===== src/rtl/c2sif_arb.sv =====
// c2sif_arb: round-robin arbiter/sequencer sharing one register bus between
// N_REQ c2sif scenario masters. A granted master's packet (fn/addr/wdata) is
// latched, executed as a DATA_SIZE-beat write or read burst on the bus, and
// answered with rsp_ret/rsp_rdata under a four-phase req/ack handshake.
//
// Ports:
//   clk, rst_n        clock (posedge), asynchronous active-low reset
//   req / ack         per-master request level / acknowledge level (one-hot)
//   req_fn            per-master function, 0 = DATA_WRITE, 1 = DATA_READ
//   req_addr          per-master start byte address
//   req_wdata         per-master write words, word 0 in the LSBs
//   rsp_rdata         read words returned to the acked master
//   rsp_ret           0 ok, FFFF_FFFF bad fn, FFFF_FFFE bus timeout
//   gnt_idx, busy     granted master index, high from grant until release
//   bus_valid/we/addr/wdata, bus_ready/rdata   register bus master port
module c2sif_arb #(
    parameter int N_REQ     = 2,
    parameter int DATA_SIZE = 4,
    parameter int TIMEOUT   = 255
) (
    input  logic                          clk,
    input  logic                          rst_n,
    input  logic [N_REQ-1:0]              req,
    output logic [N_REQ-1:0]              ack,
    input  logic [N_REQ*32-1:0]           req_fn,
    input  logic [N_REQ*32-1:0]           req_addr,
    input  logic [N_REQ*DATA_SIZE*32-1:0] req_wdata,
    output logic [DATA_SIZE*32-1:0]       rsp_rdata,
    output logic [31:0]                   rsp_ret,
    output logic [2:0]                    gnt_idx,
    output logic                          busy,
    output logic                          bus_valid,
    output logic                          bus_we,
    output logic [31:0]                   bus_addr,
    output logic [31:0]                   bus_wdata,
    input  logic                          bus_ready,
    input  logic [31:0]                   bus_rdata
);

    localparam int          BW        = (DATA_SIZE > 1) ? $clog2(DATA_SIZE) : 1;
    localparam int          WW        = DATA_SIZE * 32;
    localparam logic [7:0]  TLIM      = 8'(TIMEOUT - 1);
    localparam logic [31:0] RET_OK    = 32'h0000_0000;
    localparam logic [31:0] RET_BADFN = 32'hFFFF_FFFF;
    localparam logic [31:0] RET_TMO   = 32'hFFFF_FFFE;

    typedef enum logic [2:0] {IDLE, ARB, XFER, ACK, REL} state_t;

    state_t          state, state_d;
    logic [2:0]      ptr;
    logic [BW-1:0]   beat;
    logic [BW-1:0]   beat_inc;
    logic [7:0]      tcnt;
    logic [WW-1:0]   wdata_q;

    logic            found;
    logic [2:0]      pick;
    logic [2:0]      ptr_nxt;
    logic [3:0]      cand;
    logic [31:0]     sel_fn;
    logic [31:0]     sel_addr;
    logic [WW-1:0]   sel_wdata;
    logic [N_REQ-1:0] pick_oh;
    logic [N_REQ-1:0] gnt_oh;
    logic            req_gnt;
    logic            fn_ok;
    logic            last_beat;
    logic [31:0]     next_word;

    // First requester at or after the pointer, wrapping at N_REQ.
    always_comb begin
        found = 1'b0;
        pick  = '0;
        cand  = '0;
        for (int k = 0; k < N_REQ; k++) begin
            cand = {1'b0, ptr} + 4'(k);
            if (cand >= 4'(N_REQ)) cand = cand - 4'(N_REQ);
            for (int i = 0; i < N_REQ; i++) begin
                if (!found && req[i] && (cand == 4'(i))) begin
                    found = 1'b1;
                    pick  = 3'(i);
                end
            end
        end
    end

    assign ptr_nxt = (pick == 3'(N_REQ - 1)) ? 3'd0 : pick + 3'd1;

    always_comb begin
        sel_fn    = '0;
        sel_addr  = '0;
        sel_wdata = '0;
        pick_oh   = '0;
        gnt_oh    = '0;
        for (int i = 0; i < N_REQ; i++) begin
            if (pick == 3'(i)) begin
                sel_fn     = req_fn[i*32 +: 32];
                sel_addr   = req_addr[i*32 +: 32];
                sel_wdata  = req_wdata[i*WW +: WW];
                pick_oh[i] = 1'b1;
            end
            if (gnt_idx == 3'(i)) gnt_oh[i] = 1'b1;
        end
    end

    assign req_gnt   = |(req & gnt_oh);
    assign fn_ok     = (sel_fn[31:1] == 31'd0);
    assign last_beat = (beat == BW'(DATA_SIZE - 1));
    assign beat_inc  = beat + BW'(1);

    always_comb begin
        next_word = '0;
        for (int j = 0; j < DATA_SIZE; j++) begin
            if (beat_inc == BW'(j)) next_word = wdata_q[j*32 +: 32];
        end
    end

    always_comb begin
        state_d = state;
        case (state)
            IDLE: if (|req) state_d = ARB;
            ARB: begin
                if (!found)     state_d = IDLE;
                else if (fn_ok) state_d = XFER;
                else            state_d = ACK;
            end
            XFER: begin
                if (bus_ready) begin
                    if (last_beat) state_d = ACK;
                end else if (tcnt == TLIM) begin
                    state_d = ACK;
                end
            end
            ACK:     if (!req_gnt) state_d = REL;
            REL:     state_d = IDLE;
            default: state_d = IDLE;
        endcase
    end

    always_ff @(posedge clk or negedge rst_n) begin
        if (!rst_n) state <= IDLE;
        else        state <= state_d;
    end

    always_ff @(posedge clk or negedge rst_n) begin
        if (!rst_n) begin
            ack       <= '0;
            rsp_rdata <= '0;
            rsp_ret   <= '0;
            gnt_idx   <= '0;
            busy      <= 1'b0;
            bus_valid <= 1'b0;
            bus_we    <= 1'b0;
            bus_addr  <= '0;
            bus_wdata <= '0;
            ptr       <= '0;
            beat      <= '0;
            tcnt      <= '0;
        end else begin
            case (state)
                ARB: if (found) begin
                    gnt_idx   <= pick;
                    busy      <= 1'b1;
                    beat      <= '0;
                    tcnt      <= '0;
                    rsp_rdata <= '0;
                    ptr       <= ptr_nxt;
                    if (fn_ok) begin
                        bus_valid <= 1'b1;
                        bus_we    <= (sel_fn == 32'd0);
                        bus_addr  <= sel_addr;
                        bus_wdata <= sel_wdata[31:0];
                    end else begin
                        rsp_ret <= RET_BADFN;
                        ack     <= pick_oh;
                    end
                end
                XFER: begin
                    if (bus_ready) begin
                        for (int j = 0; j < DATA_SIZE; j++) begin
                            if (!bus_we && (beat == BW'(j))) rsp_rdata[j*32 +: 32] <= bus_rdata;
                        end
                        tcnt <= '0;
                        if (last_beat) begin
                            bus_valid <= 1'b0;
                            rsp_ret   <= RET_OK;
                            ack       <= gnt_oh;
                        end else begin
                            beat      <= beat_inc;
                            bus_addr  <= bus_addr + 32'd4;
                            bus_wdata <= next_word;
                        end
                    end else if (tcnt == TLIM) begin
                        // Abort: completed read beats stay in rsp_rdata.
                        bus_valid <= 1'b0;
                        rsp_ret   <= RET_TMO;
                        ack       <= gnt_oh;
                    end else begin
                        tcnt <= tcnt + 8'd1;
                    end
                end
                ACK:     if (!req_gnt) ack <= '0;
                REL:     busy <= 1'b0;
                default: ;
            endcase
        end
    end

    // Packet write words are pure data; only captured at grant.
    always_ff @(posedge clk) begin
        if (state == ARB && found) wdata_q <= sel_wdata;
    end

endmodule


===== config.mk =====
export PLATFORM = sky130hd
export DESIGN_NAME = c2sif_arb
export DESIGN_NICKNAME = d
export VERILOG_FILES = /design/src/rtl/c2sif_arb.sv
export SDC_FILE = /design/constraint.sdc
export NUM_CORES = 1
export LEC_CHECK = 0
export CORE_AREA = 2 2 250 252
export CTS_BUF_LIST = sky130_fd_sc_hd__clkbuf_4 sky130_fd_sc_hd__clkbuf_8
export CTS_CLUSTER_DIAMETER = 40
export CTS_CLUSTER_SIZE = 40
export DETAILED_ROUTE_END_ITERATION = 10
export DIE_AREA = 0 0 252 254
export GPL_TIMING_DRIVEN = 1
export PLACE_DENSITY = 0.66
export SETUP_SLACK_MARGIN = 0.4
export SYNTH_ARGS = -nofsm -noshare
export SYNTH_HDL_FRONTEND = slang
export SYNTH_SLANG_ARGS = --single-unit

===== constraint.sdc =====
create_clock -name clk -period 4.9 [get_ports clk]
set_clock_uncertainty 0.2 [all_clocks]
set_input_delay 0.98 -clock clk [delete_from_list [all_inputs] [get_ports clk]]
set_output_delay 0.98 -clock clk [all_outputs]
set_load 0.1 [all_outputs]

[Yosys cells after proc, flatten, opt, wreduce, memory -nomap -nowiden]
Index checks and enable logic that the tools add are counted.
W data, S select, Z words.
Word-level totals
  register bits after elaboration: 376
  input port bits: 421
  output and inout port bits: 232
  word-level logic and storage cells: 178
Cells by class
  $add $sub $neg: 7
  magnitude comparators: 2
  eq/ne operators: 29
  mux-type cells: 78
  bitwise operators: 1
  reductions and logical operators: 44
Operator list (number)
  $mux W32: 25
  $mux W128: 4
  $pmux W128 S2: 1
  $pmux W32 S2: 3
  $add A32 B3 Y32 const B: 1
  $logic_not A32 Y1: 1
  $logic_not A31 Y1: 1
  $mux W3: 8
  $mux W8: 3
  $reduce_and A4 Y1: 6
  $ne A2 B2 Y1 const B: 11
  $mux W2: 10
  $mux W1: 16
  $pmux W8 S2: 1
  $reduce_and A5 Y1: 3
  $logic_and A1 B1 Y1: 12
  $pmux W3 S4: 1
  $eq A3 B1 Y1 const B: 3
  $logic_not A3 Y1: 3
  $ne A3 B3 Y1 const B: 3
  $add A8 B1 Y8 const B: 1
  $eq A2 B2 Y1 const B: 4
  $eq A4 B1 Y1 const B: 2
  $eq A8 B8 Y1 const B: 1
  other kinds (24): 37

[Longest topological paths before layout]
Gate-level depths: netlist (run 1).
  word-level depth: 24
  mapped depth: 9
  depth with buffers taken out: 8

[Worst setup path after synthesis (run 1)]
Ideal clock, no wire load.
  path kind: input to register
  start: input port req[1]
  end: register rsp_rdata[125]
  setup time: 0.151 ns
  data arrival time: 5.058 ns
  data required time: 4.549 ns
  slack: -0.509 ns
  stages on the path: 7
  path buffers: 2
  cell sequence: clkbuf_1 > o21ai_1 > inv_1 > nor2_1 > clkbuf_1 > nand2_1 > o21ai_0
On the way
  word-level cells in the longest chain between the ends: 13
Ends and longest elaborated chain
  from (decl): RTL line 23  | input logic [N_REQ-1:0] req,
  $logic_and A1 B1 Y1 (2 in a row): RTL line 79  | if (!found && req[i] && (cand == 4'(i))) begin
  $mux W1: RTL line 79
  $logic_not A1 Y1: RTL line 79
  $logic_and A1 B1 Y1 (2 in a row): RTL line 79
  $mux W1: RTL line 79
  $logic_not A1 Y1: RTL line 79
  $logic_and A1 B1 Y1 (2 in a row): RTL line 79
  $mux W1 (*): RTL line 79
  $ne A2 B2 Y1 (no line) (*)
  $reduce_and A4 Y1 (no line) (*)
  to (signal, indexed assignment): RTL line 181  | if (!bus_we && (beat == BW'(j))) rsp_rdata[j*32 +: 32] <= bus_rdata;
  to (decl): RTL line 28  | output logic [DATA_SIZE*32-1:0] rsp_rdata,
Every way passes the cells marked *; elsewhere a longest branch is shown, timed or not.
A chain may end at the register's enable or synchronous reset.

==> metrics.cfg, run 1 <==
[run_status]
status = completed

[drt]
num_vias = 15447
drtIter0Drc = 732
firstDrtPassIters = 5
ant_nets = 0
vias_per_cell = 4.907
drc_errors = 0
drt-total-wl_mm = 61.89
wl_per_cell_um = 19.66

[yosys]
ys_types = 61
synth-compound-area-share = 0.1636
synth_area_per_cell_um2 = 9.500
synthXorXnorAreaFrac = 0.003179
synth_top_area_cell = dfrtp_1
synth_top_family_by_area = simple AND/OR/NAND/NOR gates
syn_inst = 1740
ys_ff_latch = 342
synth.top_cell.area_share = 0.3239
synth_edf_count = 128
async_flop_share = 0.6257
ys_top_cells_by_area = dfrtp_1, edfxtp_1, nand2_1, o21ai_0, mux2_2
synth_area_um2 = 16530
synth-seq-area-share = 0.5565
synth_top_flop_cell = dfrtp_1
yosys_warnings = 0
synthMuxAreaShare = 0.02687
synthSimpleGateAreaFrac = 0.1892
synth_fa_ha_area_frac = 0.007569

[timing]
min_period_ps = 4104
min_period_over_period = 0.8375
relSlewSlack = 0.2501
rsz0062_at_grt = false
fmax_ghz = 0.2437
drv_slew = 0
worstMarginPinSlew_ps = 1121
setup_tns_ps = 0
hold_viol_final = 0
setup_viol = 0

[clock_tree]
htreeDepth = 2
ctsHoldBuffers = 0
path_clk_slew_ps = 70
cts_setup_buffers = 0
cts-root-to-sink-buffers = 3
cts-buffers-inserted = 55
cts_tree = yes
clkSinkCount = 342
cts-resized-gates = 0
clk_latency_ps = 640
cts_root_buf = clkbuf_8

[die]
die_y_um = 254
row_count = 91
io_pins = 653
die_x_um = 252
die_area_um2 = 64010
core_area_um2 = 61260
start_util = 0.2699

[layout]
fin_area_um2 = 24890
layout.cells.non_filler = 3148
drive_gt1_frac = 0.08871
area_delta_synth_final_pct = 50.56
nNetsFinal = 2741
nFillCells = 5897
final_core_util = 0.4063

[worst_setup_path]
crit_required_ps = 3720
max_stage_delay_ps = 1300
setup.worst_path.end_class = output pin
worst-path-buf-inv = 1
path_max_fanout = 32
path_delay_family = buffers and inverters
cp.arrival_ps = 2920
crit_slowest_cell = clkdlybuf4s50_1
worst_setup_path_start_kind = register
worstPathCellList = clkdlybuf4s50_1
worst-setup-path-type = register to output pin

[placement]
gp_congestion = 0.8412
dpl.cell_count = 3043
dp_hpwl_mm = 45.07
postPlaceCellArea_um2 = 23580
io_buffers = 650

[global_routing]
grt.total_usage = 0.1848
antenna_found_initial = 11
grt_pass1_vias = 15342
overflow = 0
grt_max_degree = 164
grt_first_pass_wirelength_mm = 90.80

[flow_run]
drv_cap = 0

[pwr]
p_leak_nw = 10.10
total_power_mw = 18.56
peakVddDrop_mv = 0.3951
power_density_nw_per_um2 = 745.8

[hold_path]
hold_path.class = input port to async pin

sequential cells by signal, indices dropped and copies added, names as in the netlist, 2 cells and up:
signal / flops
ack: 2
beat: 2
bus_addr: 32
bus_wdata: 32
rsp_rdata: 128
rsp_ret: 2
state: 3
tcnt: 8
wdata_q: 128
cell usage in the layout, fill, tap and decap left out, drive strengths merged, types with 19 or more instances in the layout:
cell type	Yosys	final
a221o	32	32
o21ba	31	31
clkdlybuf4s50	0	649
mux2	35	35
a32o	32	32
clkbuf	90	68
nand2	597	597
nor2	48	48
edfxtp	128	128
a221oi	31	31
o21ai	137	137
dfrtp	214	214
a21oi	70	70
nand3	26	26
nor4	19	19
nand4	19	19
inv	40	47
Yosys cell counts (all sizes together) (26+ instances only):
cell type    n
a21oi       70
a221o       32
a221oi      31
a32o        32
buf         65
clkbuf      90
dfrtp      214
edfxtp     128
inv         40
mux2        35
nand2      597
nand3       26
nor2        48
o21ai      137
o21ba       31
layout make-up:
cell class,count,area [um2],share of cell area
antenna,2,5.005,0.0002011
clock inverter,35,419.2,0.01684
inverter,40,153.9,0.006183
timing repair buffer,667,6689,0.2688
sequential,342,9199,0.3696
multi-input combinational,1204,6549,0.2631
tap,790,988.4,0.03971
clock buffer,68,885.9,0.03559
worst paths after layout:
path / endpoint / start / depth (start not counted) / slack, ps
min reg2reg: rsp_rdata[38] / rsp_rdata[38] / 2 / 280
max reg2reg: bus_wdata[7] / beat[0] / 7 / 1410
max in group asynchronous: rsp_rdata[98] / rst_n / 2 / 3260
min: rsp_rdata[19] / rst_n / 1 / 140
min in group clk: rsp_rdata[38] / rsp_rdata[38] / 2 / 280
max: rsp_ret[3] / rsp_ret[30] / 1 / 800
through the flow:
stage	setup WS [ps]	hold WS, ps
after global routing	572.3	144.1
after floorplan	294.5	286.5
after detailed placement	699.2	269.7
after global placement	722.1	260.3
after CTS	639.7	114.6
final	796.1	142.2
report_power, final:
group          switching, mW  internal (mW)
clock network           1.31           1.57
logic                   8.11           2.90
registers              0.624           4.05
total                   10.0           8.52
logic make-up (layout without fill, tap and decap cells):
| kind of cell | after synthesis | in the layout |
|---|---|---|
| AO/OA/AOI/OAI | 387 | 387 |
| XOR/XNOR | 6 | 6 |
| adder cells (fa/ha/maj) | 10 | 10 |
| buffers and inverters | 195 | 810 |
| flip-flops | 342 | 342 |
| multiplexers | 40 | 40 |
| other | 1 | 4 |
| AND/OR/NAND/NOR | 759 | 759 |
routing by layer:
metal,vias up,wire length [um],part of all wire,track usage
met1,7388,23400,0.38,0.2111
li1,7213,-,-,-
met3,132,4914,0.079,0.04732
met2,704,31760,0.51,0.3359
met5,-,70,0.0011,0
met4,10,1744,0.028,0.05917
Power figures use the tool's default switching activity.
==> run 2: changes to the inputs <==
Settings changed: CORE_AREA 2 2 250 252 to 2 2 254 256, DIE_AREA 0 0 252 254 to 0 0 256 258, PLACE_DENSITY 0.66 to 0.63.
Clock period 4.9 ns to 4.1 ns, I/O delays scaled along.
==> run 2 against run 1 <==
Compared with the run above:
- design area grew 1.1%
- non-clock buffer count grew 15
- sequential share of layout area shrank 0.40 points
- critical path type unchanged
- critical endpoint is now bus_addr[25]
- largest power group unchanged
==> metrics.cfg, run 2 (synthesis gave the netlist of run 1 again) <==
[run_status]
status = completed

[clock_tree]
clkSinkCount = 342
cts_tree = yes
htreeDepth = 2
cts-resized-gates = 0
cts_root_buf = clkbuf_8
clk_latency_ps = 710
cts-buffers-inserted = 60
cts-root-to-sink-buffers = 3
path_clk_slew_ps = 80

[layout]
drive_gt1_frac = 0.1130
nNetsFinal = 2761
nFillCells = 6176
area_delta_synth_final_pct = 52.20
mostFrequentLayoutCell = clkdlybuf4s50_1
top_regs = rsp_rdata (128), wdata_q (128)
final_cell_mix = clkdlybuf4s50_1, nand2_1, dfrtp_1, edfxtp_1, o21ai_0

[worst_setup_path]
path_delay_family = buffers and inverters
crit_slowest_cell = clkdlybuf4s50_1
setup.worst_path.end_class = output pin
worst-path-buf-inv = 1
worstPathCellList = clkdlybuf4s50_1
max_stage_delay_ps = 1230
crit_required_ps = 3080
path_max_fanout = 8
reg2reg_from = state[0]
cp.arrival_ps = 2430
cp-startpoint = bus_addr[25]
worst-setup-path-type = register to output pin
worst_setup_path_start_kind = register

[flow_run]
drv_cap = 0

[pwr]
sw_frac_of_total = 0.5496
p_leak_nw = 10.26
seq_power_share = 0.249
peakVddDrop_mv = 0.5112
cell_internal_pwr_mw = 10.10
power_density_nw_per_um2 = 891.0
switchingPower_mw = 12.32
combinationalPowerShare = 0.593
p_clk_frac = 0.158

[hold_path]
hold_path.class = register to register
hold_start = rsp_rdata[50]

[drt]
drtIter0Drc = 1187
ant_nets = 0
num_vias = 15535
drc_errors = 0
wl_per_cell_um = 19.24
firstDrtPassIters = 5
drt-total-wl_mm = 62.31
vias_per_cell = 4.796

[global_routing]
grt_max_degree = 129
grt.total_usage = 0.1814
overflow = 0
antenna_found_initial = 10
grt_first_pass_wirelength_mm = 92.81
grt_pass1_vias = 15520

[placement]
dp_hpwl_mm = 46.04
io_buffers = 650
gp_congestion = 0.8844
place_ws_ps = 133.3

[timing]
setup_tns_ps = 0
relSlewSlack = 0.2670
hold_viol_final = 0
worstMarginPinSlew_ps = 1096
worst_slack_ps = 651.5
fmax_ghz = 0.2900
timing.hold.ws_ps = 280.1
min_period_over_period = 0.8411
drv_slew = 0
min_period_ps = 3449
rsz0062_at_grt = false
setup_viol = 0

[die]
io_pins = 653
row_count = 93
core_area_um2 = 63650
die_x_um = 256
start_util = 0.2597
die_y_um = 258
die_area_um2 = 66050

run 2: cell count changes in the layout (fill, tap and decap cells not counted), moves of 5 or more:
| cell | delta |
|---|---|
| buf_12 | +6 |
| buf_4 | +43 |
| bufinv_16 | -5 |
| clkdlybuf4s50_1 | -35 |
| clkinv_8 | +5 |
| inv_6 | +9 |
| inv_8 | +8 |
run 2: path summary, 6_finish.rpt:
check,to,slack (ps),depth (start not counted)
setup / recovery,bus_addr[25],650,1
hold / removal,rsp_rdata[50],280,2
setup reg to reg,rsp_rdata[102],1110,7
hold reg to reg,rsp_rdata[50],280,2
max in group asynchronous,rsp_rdata[10],2130,3
min in group asynchronous,rsp_rdata[31],530,2
run 2: per-stage QoR:
step / total power [mW] / area (um2) / utilization / std cells
floorplan: 15.20 / 16580 / - / 1741
global placement: 18.80 / 23750 / 0.3732 / 3122
detailed placement: 18.98 / 23750 / 0.3732 / 3122
CTS: 22.61 / 25150 / 0.3952 / 3236
global route: 23.49 / 25160 / 0.3953 / 3239
finish: 22.42 / 25160 / 0.3953 / 3239
run 2: worst reg2reg max path, stage by stage (launching register included):
cell and delay, ps:
dfrtp_1 610, or3b_4 480, buf_12 380, nor3_1 150, nor2_4 490, buf_4 370, nand2_1 100, o21ai_1 80
run 2: area by class of cell:
| class | instances | area [um2] | area share |
|---|---|---|---|
| tap | 855 | 1070 | 0.04252 |
| timing repair buffer | 682 | 6792 | 0.2699 |
| clock inverter | 46 | 499.2 | 0.01984 |
| sequential | 342 | 9199 | 0.3656 |
| clock buffer | 67 | 890.9 | 0.03541 |
| inverter | 40 | 153.9 | 0.006117 |
| multi-input combinational | 1204 | 6549 | 0.2603 |
| antenna | 3 | 7.507 | 0.0002984 |
run 2: what timing repair did:
action,CTS,global route
buffers inserted,0,0
hold buffers,1,0
endpoints found under the hold margin,92,0
run 2: power groups by stage:
stage	logic, mW	registers (mW)	clock network, mW
4_1_cts	13.4	5.57	3.66
5_1_grt	14.0	5.71	3.80
6_report	13.3	5.58	3.54
3_5_place_dp	13.4	5.63	0
3_3_place_gp	13.2	5.59	0
2_1_floorplan	4.34	10.9	0
run 2: metal layers:
metal | GRT usage | share of wire | vias to the layer above
li1 | - | - | 7275
met1 | 0.2171 | 0.39 | 7385
met2 | 0.3207 | 0.51 | 754
met3 | 0.04270 | 0.074 | 117
met4 | 0.05978 | 0.029 | 4
met5 | 0 | 0.00039 | -
